--- config.mk ---
export PLATFORM = sky130hd
export DESIGN_NAME = parity_frame_rx
export DESIGN_NICKNAME = d
export VERILOG_FILES = /design/src/rtl/parity_pkg.sv /design/src/rtl/parity_acc.sv /design/src/rtl/parity_frame_rx.sv
export SDC_FILE = /design/constraint.sdc
export NUM_CORES = 1
export LEC_CHECK = 0
export ABC_AREA = 1
export BUFFER_PORTS_ARGS = -buffer_cell sky130_fd_sc_hd__buf_2
export CAP_MARGIN = 20
export CORE_MARGIN = 1
export CORE_UTILIZATION = 42
export CTS_BUF_LIST = sky130_fd_sc_hd__clkbuf_4 sky130_fd_sc_hd__clkbuf_8 sky130_fd_sc_hd__clkbuf_16
export CTS_CLUSTER_DIAMETER = 30
export DETAILED_ROUTE_END_ITERATION = 10
export PLACE_DENSITY = 0.6
export SLEW_MARGIN = 20
export SYNTH_ARGS = -nofsm -noshare
export SYNTH_HDL_FRONTEND = slang
export SYNTH_SLANG_ARGS = --single-unit
--- constraint.sdc ---
create_clock -name clk -period 1.51 [get_ports clk]
set_input_delay 0.302 -clock clk [delete_from_list [all_inputs] [get_ports clk]]
set_output_delay 0.302 -clock clk [all_outputs]
set_load 0.02 [all_outputs]
--- src/rtl/parity_pkg.sv ---
// Shared definitions for the parity frame generator and receiver:
// receiver FSM states and the even/odd parity mode constants.
package parity_pkg;

  typedef enum logic [1:0] {
    IDLE   = 2'd0,
    DATA   = 2'd1,
    PARITY = 2'd2,
    STOP   = 2'd3
  } rx_state_t;

  localparam int PAR_EVEN = 0;
  localparam int PAR_ODD  = 1;

endpackage

--- src/rtl/parity_acc.sv ---
// Single-bit running XOR accumulator with synchronous clear and enable.
// Clear has priority over enable; shared with the transmit side.
module parity_acc (
  input  logic clk,
  input  logic rst_n,
  input  logic clr,
  input  logic en,
  input  logic d,
  output logic acc
);

  always_ff @(posedge clk or negedge rst_n) begin
    if (!rst_n) begin
      acc <= 1'b0;
    end else if (clr) begin
      acc <= 1'b0;
    end else if (en) begin
      acc <= acc ^ d;
    end
  end

endmodule

--- src/rtl/parity_frame_rx.sv ---
// Serial frame receiver: start, DATA_W data bits LSB-first, parity, stop.
// Optional errored-frame counter enabled by `define PARITY_RX_ERRCNT_EN.
module parity_frame_rx
  import parity_pkg::*;
#(
  parameter int DATA_W = 8,
  parameter int ODD    = PAR_EVEN
) (
  input  logic              clk,
  input  logic              rst_n,
  input  logic              bit_valid,
  input  logic              sin,
  output logic [DATA_W-1:0] data_out,
  output logic              data_valid,
  output logic              parity_err,
  output logic              frame_err,
  output logic              busy
`ifdef PARITY_RX_ERRCNT_EN
  ,
  output logic [7:0]        err_cnt
`endif
);

  localparam int              CNT_W    = $clog2(DATA_W + 1);
  localparam logic [CNT_W-1:0] LAST_BIT = CNT_W'(DATA_W - 1);
  localparam logic            ODD_BIT  = (ODD == PAR_ODD);

  rx_state_t         state;
  logic [DATA_W-1:0] shreg;
  logic [CNT_W-1:0]  bit_cnt;
  logic              acc;
  logic              acc_clr;
  logic              acc_en;
  logic              par_bad;

  // New bit enters at the MSB so the first data bit ends up in bit 0;
  // the widened temporary keeps this valid for DATA_W = 1.
  function automatic logic [DATA_W-1:0] shift_in(input logic [DATA_W-1:0] s,
                                                 input logic b);
    logic [DATA_W:0] t;
    t = {b, s};
    return t[DATA_W:1];
  endfunction

`ifdef PARITY_RX_ERRCNT_EN
  function automatic logic [7:0] sat_inc(input logic [7:0] v);
    return (v == 8'hFF) ? v : v + 8'd1;
  endfunction
`endif

  assign acc_clr = bit_valid && (state == IDLE) && !sin;
  assign acc_en  = bit_valid && ((state == DATA) || (state == PARITY));
  assign par_bad = acc ^ ODD_BIT;

  parity_acc u_acc (
    .clk   (clk),
    .rst_n (rst_n),
    .clr   (acc_clr),
    .en    (acc_en),
    .d     (sin),
    .acc   (acc)
  );

  always_ff @(posedge clk or negedge rst_n) begin
    if (!rst_n) begin
      state      <= IDLE;
      shreg      <= '0;
      bit_cnt    <= '0;
      data_out   <= '0;
      data_valid <= 1'b0;
      parity_err <= 1'b0;
      frame_err  <= 1'b0;
      busy       <= 1'b0;
`ifdef PARITY_RX_ERRCNT_EN
      err_cnt    <= 8'd0;
`endif
    end else begin
      data_valid <= 1'b0;
      if (bit_valid) begin
        case (state)
          IDLE: begin
            if (!sin) begin
              state   <= DATA;
              shreg   <= '0;
              bit_cnt <= '0;
              busy    <= 1'b1;
            end
          end
          DATA: begin
            shreg   <= shift_in(shreg, sin);
            bit_cnt <= bit_cnt + CNT_W'(1);
            if (bit_cnt == LAST_BIT) state <= PARITY;
          end
          PARITY: state <= STOP;
          STOP: begin
            // A bad stop bit is reported but the word is still delivered.
            data_out   <= shreg;
            parity_err <= par_bad;
            frame_err  <= ~sin;
            data_valid <= 1'b1;
            busy       <= 1'b0;
            state      <= IDLE;
`ifdef PARITY_RX_ERRCNT_EN
            if (par_bad || !sin) err_cnt <= sat_inc(err_cnt);
`endif
          end
          default: state <= IDLE;
        endcase
      end
    end
  end

endmodule

==> run metrics, run 1 <==
status=completed; width of the die=54.8 um; clk sinks=27; via-per-instance ratio=4.93; gr usage total=0.147; Area Growth Syn to Fin=15.5%; die area=3000 um2; RSZ-0062 raised after global routing=no; Final Wtd Congestion=0.816; cell breakdown of the critical path=inv_1 > ha_2 > nand2_1 > nand2_2 > nor2_4 > buf_4 > o22ai_1; Cells after Synth=123; f_max=0.720 GHz; Startpoint Class=flop; Buf/Inv on CP=2; Rel. slew slack=0.608; largest net degree at the start of global routing=28; Crit-path slowest cell=dfrtp_2; Starting Density=0.460; initial antenna violation count=0; Max VDD drop=0.904 mV; top_reg_cell synth=dfrtp_1; clk_skew=0.00652 ns; post-DP HPWL=1360 um; DRT iter0 DRCs=15; cell with the most instances after synthesis=dfrtp_1; core area=2540 um2; Synth top cells by count=27 x dfrtp_1, 26 x nand2_1, 19 x inv_1; Top Family by Delay on Critical Path=flip-flops; crit path kind=flop to flop; Worst path max stage delay=0.46 ns; Period minus WS final=1.39 ns; Die H=54.8 um; Slew Limit Fails=0; syn nets=133; Leak=0.706 nW; Max-Cap Viols=0; # IOs=16; TritonCTS buffer count=3; crit-path max FO=8; Synth Register Bits=27; clk slew on worst S/H paths=0.14 ns; # setup viols final=0; Hold Path Class=primary input to flop; first-pass GRT wire length=3100 um; PD cells=1830 nW/um2; post-synthesis sequential area ratio=0.577; htree depth=1; mean routed wirelength per cell=10.8 um; CTS tree=built; diodes inserted=0; Root Driver=clkbuf_4; buffers added on ports=15; Overflow after GRT=0; Worst-Margin Slew=0.587 ns; final wirelength=1900 um; # rows=18; synth warn=0; drt drc=0; largest area contributor in the netlist=dfrtp_1; setup TNS=0 ns; layout cell share with drive strength beyond 1=0.226; share of the synthesized area in the top cell type=0.577; Final Util=0.531; Final nets=157; synthesized area per cell=9.52 um2; Req. time, crit path=1.74 ns; vias in the first global route=746; ys async rst share=1.00; Final period util=0.920; final count of hold timing violations=0; Worst-Skew Late Latency=0.31 ns; WP data arrival=1.62 ns; Routed Antenna Nets=0; Synth cell types=17; Filler Cell Count=241; Post-synth EDFFs=0; crit end category=flop; Area contributors post-synth=dfrtp_1 58%, nand2_1 8.3%, ha_1 6.4%, inv_1 6.1%, o21ai_0 5.1%; mapped cell area=1170 um2; vias=867; drt first pass iters=4; clk buf depth=2
## power breakdown
group          leakage, nW  total [mW]  switching, mW  internal [mW]
clock               0.0184       0.313          0.192          0.121
combinational        0.326        1.07          0.653          0.419
sequential           0.361        1.09          0.122          0.967
total                0.706        2.47          0.967           1.51
## registers in the layout, indices dropped and copies added, names as in the netlist
| register | count |
|---|---|
| shreg | 8 |
| parity_err | 1 |
| data_valid | 1 |
| busy | 1 |
| frame_err | 1 |
| bit_cnt | 4 |
| state | 2 |
| data_out | 8 |
| u_acc.acc | 1 |
## path summary, 6_finish.rpt
kind                       slack [ns]         from  depth (start not counted)     endpoint
hold / removal                   0.24          sin                          2    frame_err
min in group asynchronous        0.51        rst_n                          2   parity_err
max in group asynchronous        0.58        rst_n                          2     state[0]
hold reg to reg                  0.49  data_out[3]                          2  data_out[3]
setup / recovery                 0.12     state[0]                          7     shreg[4]
setup reg to reg                 0.12     state[0]                          7     shreg[4]
## area by class of cell
cell class	instances	area [um2]	share of cell area
multi-input cells	74	407	0.301
well taps	30	37.5	0.0278
inverters	19	71.3	0.0527
clock buffers	4	30.0	0.0222
flip-flops and latches	27	677	0.500
repair buffers	22	130	0.0962
## per-layer routing
metal | routed length [um] | vias to the layer above | share of wire | GRT usage
met1 | 913 | 406 | 0.48 | 0.181
li1 | - | 445 | - | -
met4 | 15 | 0 | 0.0079 | 0.0385
met5 | 0 | - | 0 | 0
met2 | 909 | 14 | 0.48 | 0.255
met3 | 56 | 2 | 0.030 | 0.0333
## logic make-up after synthesis
group,synth area share
AOI/OAI and AO/OA,0.115
adders and majority gates,0.0641
buffers and inverters,0.0780
DFF,0.577
and+or+nand+nor,0.166
## metrics by stage
| step | power (mW) | hold slack [ns] | instance area (um2) | setup WS, ns | cells |
|---|---|---|---|---|---|
| 4_1_cts | 2.42 | 0.235 | 1320 | 0.0674 | 172 |
| 2_1_floorplan | 1.82 | 0.00641 | 1170 | 0.229 | 123 |
| 5_1_grt | 2.69 | 0.255 | 1350 | 0.0160 | 176 |
| 6_report | 2.47 | 0.240 | 1350 | 0.120 | 176 |
| 3_5_place_dp | 2.10 | 0.338 | 1280 | 0.0903 | 167 |
| 3_3_place_gp | 2.07 | 0.333 | 1280 | 0.146 | 167 |
## timing repair
action                                  in CTS  in global routing
buffers inserted                             0                  4
hold buffers                                 1                  0
endpoints found under the hold margin       27                  0
endpoints found under the setup margin       0                 13
gates resized for setup                      0                  3
## worst register-to-register path: stages, from the launching register on
cell and delay (ns):
dfrtp_2 0.46, inv_1 0.10, ha_2 0.22, nand2_1 0.07, nand2_2 0.10, nor2_4 0.06, buf_4 0.16, o22ai_1 0.15
## cell usage in the layout (no fill, tap or decap), types with 4 or more instances in the layout
master,count
dfrtp_1,26
clkbuf_4,4
buf_4,6
buf_2,15
nand2_1,26
o22ai_1,8
o21ai_0,12
nand3_1,8
ha_1,5
inv_1,18
No activity file was read; power rests on OpenSTA's default activity.
==> inputs of run 2 (changes only) <==
CORE_UTILIZATION = 45   (was 42)
CTS_CLUSTER_SIZE = 14   (was unset)
PLACE_DENSITY = 0.64   (was 0.6)
==> run 2 against run 1 <==
  * Clock skew shrank 0.0029 ns
  * Clock power about the same
  * Clock-buffer cell count is 1 lower
  * Setup slack lost 0.021 ns
  * Worst hold slack got worse by 0.0096 ns
  * Core utilization rose by 1.7 points
  * Power up 0.60%
  * Critical endpoint is now shreg[3]
  * Largest cell class unchanged
==> run metrics, run 2 (same netlist as run 1, synthesis figures left out) <==
final wirelength=1820 um; vias=822; layout cell share with drive strength beyond 1=0.219; Worst-Margin Slew=0.582 ns; largest net degree at the start of global routing=28; Leak=0.708 nW; htree depth=1; Slew Limit Fails=0; clk sinks=27; worst hold path depth=2; status=completed; Final period util=0.934; width of the die=53.0 um; setup TNS=0 ns; vias in the first global route=726; diodes inserted=0; Clock power frac=0.125; Routed Antenna Nets=0; final instance area=1360 um2; commonest non-fill, non-tap cell in the layout=dfrtp_1; f_max=0.709 GHz; TritonCTS buffer count=3; Regs by FF count=data_out: 8 flops, shreg: 8 flops, bit_cnt: 4 flops; drt drc=0; Worst-Skew Late Latency=0.32 ns; initial antenna violation count=0; PD cells=1830 nW/um2; Period minus WS final=1.41 ns; clk_skew=0.00364 ns; CTS tree=built; R2R cell count=6; crit-path max FO=8; # setup viols final=0; drt first pass iters=4; Hold Path Class=primary input to flop; Final nets=157; net switching power=0.987 mW; Root Driver=clkbuf_4; gr usage total=0.155; sw frac=0.397; Starting Density=0.473; register area=676 um2; multi-input logic area=417 um2; Rel. slew slack=0.612; RSZ-0062 raised after global routing=no; buffers added on ports=15; die area=2810 um2; hold_ws=0.231 ns; Max VDD drop=1.10 mV; most frequent cells in the layout=27 x dfrtp_1, 26 x nand2_1, 18 x inv_1, 15 x buf_2, 12 x o21ai_0; final count of hold timing violations=0; Area Growth Syn to Fin=16.0%; clk buf depth=2; mean routed wirelength per cell=10.3 um; WP data arrival=1.66 ns; post-DP HPWL=1260 um; Die H=53.0 um; Final Wtd Congestion=0.809; # IOs=16; core area=2480 um2; Placed Area=1280 um2; first-pass GRT wire length=3120 um; crit path kind=flop to flop; Int Power=1.50 mW; Gate power share=0.437; Startpoint Class=flop; clk slew on worst S/H paths=0.15 ns; DRT iter0 DRCs=24; Max-Cap Viols=0; via-per-instance ratio=4.67; Overflow after GRT=0; Seq pwr share=0.438; crit end category=flop; # rows=18; Req. time, crit path=1.76 ns; Filler Cell Count=235
## run 2: cell count changes in the layout (fill, tap and decap cells not counted), sizes merged
cell / before / now
clkbuf: 4 / 3
clkinv: 0 / 1
## run 2: cell type report
type,count,share of cell area
multi-input combinational,74,0.307
clock inverter,1,0.00368
timing repair buffer,22,0.0958
inverter,19,0.0525
sequential,27,0.497
tap,30,0.0276
clock buffer,3,0.0166
## run 2: timing repair
item | in CTS | in global routing
buffers inserted | 0 | 4
hold buffers | 1 | 0
endpoints found under the hold margin | 27 | 0
endpoints found under the setup margin | 0 | 13
resized for setup | 0 | 3
## run 2: worst max-delay path, cell delays in order (launching register included)
cell	delay [ns]
dfrtp_1	0.43
inv_1	0.12
ha_1	0.24
nor2_1	0.19
nor2_4	0.05
buf_4	0.16
o22ai_1	0.14
## run 2: metrics by stage
| stage | total power [mW] | cells | setup slack, ns | util |
|---|---|---|---|---|
| 3_5_place_dp | 2.08 | 167 | 0.0820 | 0.516 |
| 5_1_grt | 2.73 | 176 | 0.000825 | 0.548 |
| 4_1_cts | 2.39 | 172 | 0.0503 | 0.531 |
| 6_report | 2.49 | 176 | 0.0997 | 0.548 |
| 3_3_place_gp | 2.06 | 167 | 0.156 | 0.516 |
| 2_1_floorplan | 1.82 | 123 | 0.229 | - |
## run 2: per-layer routing
| layer | vias up | GRT usage | routed length (um) |
|---|---|---|---|
| li1 | 445 | - | - |
| met1 | 364 | 0.209 | 920 |
| met2 | 11 | 0.236 | 845 |
| met3 | 2 | 0.0259 | 41 |
| met4 | 0 | 0.0789 | 13 |
| met5 | - | 0 | 0 |
## run 2: power groups by stage
stage	Sequential [mW]	Clock, mW	Combinational [mW]
6_report	1.09	0.310	1.09
3_5_place_dp	1.11	0	0.975
5_1_grt	1.13	0.353	1.25
4_1_cts	1.09	0.318	0.979
3_3_place_gp	1.10	0	0.964
2_1_floorplan	1.25	0	0.577
## run 2: worst paths after layout
path / start / end / slack (ns)
max in group asynchronous: rst_n / bit_cnt[3] / 0.64
min in group asynchronous: rst_n / parity_err / 0.49
min reg2reg: data_out[5] / data_out[5] / 0.49
max reg2reg: state[1] / shreg[3] / 0.1
min: sin / frame_err / 0.23
max: state[1] / shreg[3] / 0.1
